### src/rtl/vend_pkg.sv
// Shared vending definitions: keypad control codes, entry-state encoding and
// the decimal composition helper used when a two-digit selection is submitted.
package vend_pkg;

  localparam logic [3:0] KEY_CLEAR = 4'd10;
  localparam logic [3:0] KEY_ENTER = 4'd11;

  typedef enum logic [1:0] {
    ST_IDLE = 2'd0,
    ST_ONE  = 2'd1,
    ST_TWO  = 2'd2,
    ST_HOLD = 2'd3
  } entry_state_e;

  // tens*10 + units using shifts only; the result never exceeds 99.
  function automatic logic [6:0] item_value(input logic [3:0] t, input logic [3:0] u);
    logic [6:0] t7;
    t7 = {3'b000, t};
    return (t7 << 3) + (t7 << 1) + {3'b000, u};
  endfunction

endpackage

### src/rtl/key_qualify.sv
// Turns the scanner's level strobe into a single key event per press:
// rising-edge detect plus a holdoff window after each accepted key.
module key_qualify #(
  parameter int HOLDOFF_CYCLES = 1000
) (
  input  logic       clock,
  input  logic       reset,
  input  logic       valid,
  input  logic [3:0] code,
  output logic       key_stb,
  output logic [3:0] key_code
);

  localparam int HW = (HOLDOFF_CYCLES > 0) ? $clog2(HOLDOFF_CYCLES + 1) : 1;

  logic          valid_q, valid_d;
  logic [HW-1:0] hold_q, hold_d;

  // The strobe is decoded from registered history so the FSM can act on the
  // very edge that samples the new press.
  always_comb begin
    valid_d  = valid;
    key_stb  = valid & ~valid_q & (hold_q == '0);
    key_code = code;
    hold_d   = hold_q;
    if (key_stb) begin
      hold_d = HW'(HOLDOFF_CYCLES);
    end else if (hold_q != '0) begin
      hold_d = hold_q - HW'(1);
    end
  end

  always_ff @(posedge clock or posedge reset) begin
    if (reset) begin
      valid_q <= 1'b0;
      hold_q  <= '0;
    end else begin
      valid_q <= valid_d;
      hold_q  <= hold_d;
    end
  end

endmodule

### src/rtl/keypad_entry.sv
// Keypad selection entry: builds a 0-99 item number from digit keys and
// presents it downstream on a valid/ready handshake, with inactivity timeout.
module keypad_entry
  import vend_pkg::*;
#(
  parameter int HOLDOFF_CYCLES = 1000,
  parameter int TIMEOUT_CYCLES = 50_000_000
) (
  input  logic       clock,
  input  logic       reset,
  input  logic [3:0] code,
  input  logic       valid,
  input  logic       item_ready,
  output logic [6:0] item,
  output logic       item_valid,
  output logic [3:0] tens,
  output logic [3:0] units,
  output logic [1:0] count,
  output logic       err,
  output logic       timeout
);

  localparam int            TW       = $clog2(TIMEOUT_CYCLES + 1);
  localparam logic [TW-1:0] TMO_LAST = TW'(TIMEOUT_CYCLES - 1);

  logic       key_stb;
  logic [3:0] key_code;
  logic       is_digit;

  entry_state_e  state_q, state_d;
  logic [3:0]    tens_q, tens_d, units_q, units_d;
  logic [6:0]    item_q, item_d;
  logic [1:0]    count_q, count_d;
  logic          err_q, err_d, timeout_q, timeout_d;
  logic [TW-1:0] tmo_q, tmo_d;

  key_qualify #(.HOLDOFF_CYCLES(HOLDOFF_CYCLES)) u_qualify (
    .clock    (clock),
    .reset    (reset),
    .valid    (valid),
    .code     (code),
    .key_stb  (key_stb),
    .key_code (key_code)
  );

  assign is_digit = (key_code <= 4'd9);

  // The idle counter defaults to zero, so any accepted key or state entry restarts it.
  always_comb begin
    state_d   = state_q;
    tens_d    = tens_q;
    units_d   = units_q;
    item_d    = item_q;
    count_d   = count_q;
    err_d     = 1'b0;
    timeout_d = 1'b0;
    tmo_d     = '0;
    case (state_q)
      ST_IDLE: begin
        if (key_stb) begin
          if (is_digit) begin
            tens_d  = key_code;
            count_d = 2'd1;
            state_d = ST_ONE;
          end else if (key_code != KEY_CLEAR) begin
            err_d = 1'b1;
          end
        end
      end
      ST_ONE: begin
        if (key_stb) begin
          if (is_digit) begin
            units_d = key_code;
            count_d = 2'd2;
            state_d = ST_TWO;
          end else if (key_code == KEY_CLEAR) begin
            tens_d  = 4'd0;
            count_d = 2'd0;
            state_d = ST_IDLE;
          end else if (key_code == KEY_ENTER) begin
            item_d  = {3'b000, tens_q};
            state_d = ST_HOLD;
          end else begin
            err_d = 1'b1;
          end
        end else if (tmo_q == TMO_LAST) begin
          tens_d    = 4'd0;
          units_d   = 4'd0;
          count_d   = 2'd0;
          timeout_d = 1'b1;
          state_d   = ST_IDLE;
        end else begin
          tmo_d = tmo_q + TW'(1);
        end
      end
      ST_TWO: begin
        if (key_stb) begin
          if (key_code == KEY_CLEAR) begin
            tens_d  = 4'd0;
            units_d = 4'd0;
            count_d = 2'd0;
            state_d = ST_IDLE;
          end else if (key_code == KEY_ENTER) begin
            item_d  = item_value(tens_q, units_q);
            state_d = ST_HOLD;
          end else begin
            err_d = 1'b1;
          end
        end else if (tmo_q == TMO_LAST) begin
          tens_d    = 4'd0;
          units_d   = 4'd0;
          count_d   = 2'd0;
          timeout_d = 1'b1;
          state_d   = ST_IDLE;
        end else begin
          tmo_d = tmo_q + TW'(1);
        end
      end
      ST_HOLD: begin
        // Keys never disturb a pending item, even one completing this cycle.
        err_d = key_stb;
        if (item_ready) begin
          item_d  = 7'd0;
          tens_d  = 4'd0;
          units_d = 4'd0;
          count_d = 2'd0;
          state_d = ST_IDLE;
        end
      end
      default: state_d = ST_IDLE;
    endcase
  end

  always_ff @(posedge clock or posedge reset) begin
    if (reset) begin
      state_q   <= ST_IDLE;
      tens_q    <= 4'd0;
      units_q   <= 4'd0;
      item_q    <= 7'd0;
      count_q   <= 2'd0;
      err_q     <= 1'b0;
      timeout_q <= 1'b0;
      tmo_q     <= '0;
    end else begin
      state_q   <= state_d;
      tens_q    <= tens_d;
      units_q   <= units_d;
      item_q    <= item_d;
      count_q   <= count_d;
      err_q     <= err_d;
      timeout_q <= timeout_d;
      tmo_q     <= tmo_d;
    end
  end

  assign item       = item_q;
  assign item_valid = (state_q == ST_HOLD);
  assign tens       = tens_q;
  assign units      = units_q;
  assign count      = count_q;
  assign err        = err_q;
  assign timeout    = timeout_q;

endmodule

### config.mk
export PLATFORM = sky130hd
export DESIGN_NAME = keypad_entry
export DESIGN_NICKNAME = d
export VERILOG_FILES = /design/src/rtl/vend_pkg.sv /design/src/rtl/key_qualify.sv /design/src/rtl/keypad_entry.sv
export SDC_FILE = /design/constraint.sdc
export NUM_CORES = 1
export LEC_CHECK = 0
export ABC_AREA = 1
export BUFFER_PORTS_ARGS = -buffer_cell sky130_fd_sc_hd__buf_2
export CORE_UTILIZATION = 54
export DETAILED_ROUTE_END_ITERATION = 8
export PLACE_DENSITY = 0.73
export RECOVER_POWER = 100
export SLEW_MARGIN = 15
export SYNTH_ARGS = -nofsm -noshare
export SYNTH_HDL_FRONTEND = slang
export SYNTH_SLANG_ARGS = --single-unit
### constraint.sdc
create_clock -name clock -period 2.3 [get_ports clock]
set_clock_uncertainty 0.05 [all_clocks]
set_input_delay 0.115 -clock clock [delete_from_list [all_inputs] [get_ports clock]]
set_output_delay 0.115 -clock clock [all_outputs]
set_load 0.01 [all_outputs]
; ---- Yosys cells after proc, flatten, opt, wreduce, memory -nomap -nowiden
; Index checks and enable logic that the tools add are counted.
; W data, S select, Z words.
[op_classes]
n_addsub = 4
reduce_logical = 10
bitwise_logic = 3
mux = 56
n_eq_ne = 20
n_lt_le_gt_ge = 1
[ops]
columns = op, n
row1 = $mux W26, 3
row2 = $mux W7, 8
row3 = $mux W4, 12
row4 = $mux W2, 14
row5 = $add A26 B1 Y26 const B, 1
row6 = $eq A26 B26 Y1 const B, 1
row7 = $pmux W7 S3, 1
row8 = $mux W10, 2
row9 = $ne A2 B2 Y1 const B, 10
row10 = $pmux W2 S4, 2
row11 = $pmux W4 S4, 1
row12 = $pmux W4 S3, 1
row13 = $mux W1, 11
row14 = $logic_not A10 Y1, 1
row15 = $reduce_bool A10 Y1, 1
row16 = $sub A10 B1 Y10 const B, 1
row17 = $ne A3 B3 Y1 const B, 3
row18 = $reduce_and A9 Y1, 1
row19 = $eq A4 B4 Y1 const B, 2
row20 = $reduce_and A4 Y1, 2
row21 = $add A7 B4 Y7, 1
row22 = $add A7 B5 Y7, 1
row23 = $eq A2 B2 Y1 const B, 2
row24 = $le A4 B4 Y1 const B, 1
row25 = 10 further kinds, 11
[totals]
reg_bits = 58
in_bits = 8
word_cells = 104
out_inout_bits = 20

; ---- Longest topological paths before layout
[logic_depth]
ltp_word = 6
depth_mapped = 12
mapped_depth_nobuf = 12

; ---- Modules after synthesis
; From an unflattened synthesis, not the netlist that was laid out.
[hier_totals]
cells_unflattened = 456
hier_area_um2 = 3573.4
[modules_own_cells]
columns = module, cells_each, area_per_inst_um2, n_inst, seq_area_each_um2
row1 = keypad_entry, 354, 2840.2, 1, 1176.1
row2 = key_qualify, 102, 733.2, 1, 275.3

; ---- Least setup slack after synthesis
; Ideal clock, no wire load.
[synth_path]
path_kind = register to register
from = register tens_q[0], in the netlist tens[0]
to = register item_q[6], in the netlist item[6]
required_time_ps = 2185
synth_period_minus_slack_ps = 2218
setup_time_ps = 65
path_buffers = 0
slack_ps = 82
arrival_ps = 2103
path_stages_with_launch = 12
path_cell_list = dfrtp_1 inv_1 fa_1 inv_1 fa_1 nand2_1 inv_1 o21ai_0 a21oi_1 nor2_1 nand3_2 nand2_1
[synth_between]
elab_chain_cells = 6
[synth_rtl]
columns = element, line
row1 = start: declaration, keypad_entry.sv:31  ; logic [3:0] tens_q, tens_d, units_q, units_d;
row2 = start signal: assignment, keypad_entry.sv:146  ; tens_q <= tens_d;
row3 = $add A7 B5 Y7, vend_pkg.sv:19  ; return (t7 << 3) + (t7 << 1) + {3'b000, u};
row4 = $add A7 B4 Y7, vend_pkg.sv:19
row5 = $mux W7, keypad_entry.sv:103  ; end else if (key_code == KEY_ENTER) begin
row6 = $mux W7, keypad_entry.sv:98  ; if (key_code == KEY_CLEAR) begin
row7 = $mux W7, keypad_entry.sv:97  ; if (key_stb) begin
row8 = $pmux W7 S3, keypad_entry.sv:58  ; case (state_q)
row9 = end signal: assignment, keypad_entry.sv:148  ; item_q <= item_d;
row10 = end: declaration, keypad_entry.sv:32  ; logic [6:0] item_q, item_d;
; No other way between the ends. The select of a mux whose other input is x is not followed.
; A chain may end at the register's enable or synchronous reset.

; ---- Final worst setup path
; Same ends and word-level chain as after synthesis.

==> results.json <==
{
  "synth.distinct_cells": 40,
  "swShare_pct": 23.7,
  "hold_viol_final": 0,
  "drive_gt1_share_pct": 11.2,
  "max_slew_margin_pct": 40.9,
  "wl_met1_mm": 3.65,
  "max_freq_mhz": 466,
  "min-delay-path-class": "input port to flop",
  "maxSlewViolCount": 0,
  "dr_total_vias": 3134,
  "grt_antenna_before_repair": 0,
  "cts_tree": "built",
  "clock_latency_ns": 0.35,
  "crit_path_max_fanout": 2,
  "cts-buffers-inserted": 9,
  "leakage_uw": 0.00198,
  "maxCapViolations": 0,
  "critPathRequiredTime_ns": 2.54,
  "p_comb_share_pct": 3.1,
  "synth_top_cells_by_area": "dfrtp_1, nand2_1, nor2_1, inv_1, ha_1",
  "port_buffers": 27,
  "end_kind": "flop",
  "syn2layout_area_growth_pct": 10.9,
  "drc": 4,
  "hpwlAfterDp_mm": 5.87,
  "wl_met2_mm": 3.55,
  "synth-seq-area-share_pct": 39.5,
  "switchingPower_uw": 490,
  "power_frac_seq_pct": 50.1,
  "synth_cells": 471,
  "violations": "design-rule violations",
  "ctsHtreeMaxLevel": 3,
  "status": "finished, violations left",
  "num-nets-final": 538,
  "tightest_slew_ns": 0.887,
  "finalCritPeriodShare_pct": 93.2,
  "grt_pass1_wl_mm": 13.5,
  "peakVddDrop_mv": 0.328,
  "ys_warn_count": 0,
  "synth-seq-cells": 58,
  "fin_cells": 595,
  "track_usage_pct": 23.9,
  "route.met3.wl_um": 382,
  "fin_util_pct": 63.1,
  "top_layer_used": "met4",
  "synth_area_um2": 3670,
  "cts_buffer_depth": 2,
  "grt_max_degree": 27,
  "postRouteWirelength_mm": 7.73,
  "critPathArrivalTime_ns": 2.39,
  "wl_per_cell_um": 13.0,
  "diodes": 0,
  "synth_nets": 496,
  "cp-start-kind": "flop",
  "vias_per_cell": 5.27,
  "ios": 28,
  "p_clk_share_pct": 46.8,
  "rows": 29,
  "internal-power_uw": 1570,
  "cts.sinks": 58,
  "fin_tns_setup_ns": 0,
  "cts_root_buffer": "clkbuf_8",
  "powerDensity_nw_per_um2": 506,
  "worstSetupPathType": "flop to flop",
  "setup_viol_count_final": 0,
  "grt_pass1_vias": 3073,
  "drt-pass1-iter-count": 7,
  "fin_crit_ns": 2.14,
  "dp.cells": 577,
  "overflow": 0,
  "synth_top_area_share_pct": 39.5,
  "rsz0062_at_grt": "no",
  "syn_area_per_cell_um2": 7.80,
  "ant_nets": 0,
  "start_util_pct": 56.9,
  "die-height_um": 84.5,
  "drt-initial-drc-count": 203,
  "place_congestion": 0.886,
  "coreArea_um2": 6460,
  "die-width_um": 84.5,
  "clk_pin_slew_ns": 0.07,
  "die_area_um2": 7140,
  "yosys.area.top_type": "dfrtp_1"
}
stage by stage:
stage	hold WS [ns]	worst slack [ns]	total power (µW)	cell area (µm²)
global route	0.0604	0.0128	2140	4070
detailed placement	0.0628	0.0675	1120	3910
floorplan	0.0964	0.0819	1090	3670
finish	0.0607	0.156	2060	4070
CTS	0.0519	0.0653	2090	4130
global placement	0.0636	0.145	1110	3910
worst max-delay path: stages (launching register included):
cell and delay [ns]:
dfrtp_1 0.34, inv_1 0.07, fa_1 0.54, inv_1 0.08
fa_1 0.44, nand2_1 0.08, inv_1 0.05, o21ai_2 0.12
a21oi_1 0.07, nor2_1 0.12, nand3_2 0.08, nand2_1 0.05
final cells by class:
type	instances	area, µm²
inverter	63	236
clock buffer	10	138
tap	77	96.3
fill	592	2390
clock inverter	6	66.3
timing repair buffer	34	158
sequential	58	1450
multi-input combinational	347	1930
cells in the mapped netlist:
| cell | n |
|---|---|
| a211oi_1 | 1 |
| a21o_1 | 1 |
| a21oi_1 | 14 |
| a21oi_4 | 1 |
| a22o_1 | 1 |
| a31oi_1 | 2 |
| buf_4 | 1 |
| buf_6 | 1 |
| clkbuf_8 | 1 |
| dfrtp_1 | 58 |
| fa_1 | 2 |
| ha_1 | 15 |
| inv_1 | 60 |
| inv_2 | 3 |
| nand2_1 | 116 |
| nand2_2 | 6 |
| nand2_4 | 3 |
| nand3_1 | 29 |
| nand3_2 | 3 |
| nand3_4 | 3 |
| nand3b_1 | 4 |
| nand4_1 | 8 |
| nor2_1 | 61 |
| nor2_2 | 8 |
| nor2_4 | 4 |
| nor2_8 | 5 |
| nor3_1 | 14 |
| nor3_2 | 1 |
| nor3b_1 | 4 |
| nor4_1 | 2 |
| o211a_1 | 1 |
| o21ai_0 | 24 |
| o21ai_1 | 1 |
| o21ai_2 | 1 |
| o21bai_1 | 1 |
| o22ai_1 | 1 |
| o31ai_1 | 1 |
| or2_1 | 1 |
| xnor2_1 | 4 |
| xor2_1 | 4 |
routing by layer:
layer  up-vias  GRT usage, %
met2        75          38.1
met3        16          6.69
met5         -             0
met4         0          8.32
li1       1600             -
met1      1443          31.5
placed cells by master (no fill, tap or decap), drive strengths merged:
master and instances:
xnor2 4, nand3b 4, clkbuf 33, dfrtp 58
clkinvlp 3, a21o 1, nand4 8, o211a 1
nand3 35, nor3 15, xor2 4, nor3b 4
a211oi 1, o21ai 26, fa 2, o31ai 1
dlygate4sd3 2, a31oi 2, clkinv 2, nand2 125
o22ai 1, a22o 1, buf 9, or2 1
inv 63, ha 15, nor2 78, o21bai 1
a21oi 15, bufinv 1, nor4 2
power by group through the flow:
stage,Combinational [µW],Clock [µW],Sequential [µW]
2_1_floorplan,42.6,0,1050
3_3_place_gp,63.5,0,1050
3_5_place_dp,64.8,0,1050
4_1_cts,67.4,990,1030
5_1_grt,73.2,1030,1030
6_report,63.5,966,1030
sequential cells by signal, summed over array words and instances, names as in the netlist, 2 cells and up:
name	cells
count	2
tens	4
units	4
item	7
u_qualify.hold_q	10
state_q	2
tmo_q	26
final timing paths:
| check | from | end | slack (ns) | cells past startpoint |
|---|---|---|---|---|
| hold reg to reg | tmo_q[0] | tmo_q[0] | 0.42 | 1 |
| setup reg to reg | tens[0] | item[6] | 0.16 | 11 |
| min in group asynchronous | reset | item[3] | 0.34 | 3 |
| setup / recovery | tens[0] | item[6] | 0.16 | 11 |
| hold / removal | code[0] | tens[0] | 0.06 | 4 |
| max in group asynchronous | reset | tmo_q[15] | 0.64 | 4 |
cell families after synthesis:
family | synth area share [%]
XOR/XNOR | 1.91
AO/OA/AOI/OAI | 7.83
adder cells (fa/ha/maj) | 6.20
AND/OR/NAND/NOR | 37.2
buffers and inverters | 7.32
flip-flops | 39.5
repair_timing:
item / in CTS / in global routing
endpoints found under the hold margin: 16 / 0
hold buffers: 2 / 0
setup endpoints to repair: 0 / 1
gates resized for setup: 0 / 2
setup buffers: 0 / 0
(Power assumes the default switching activity.)
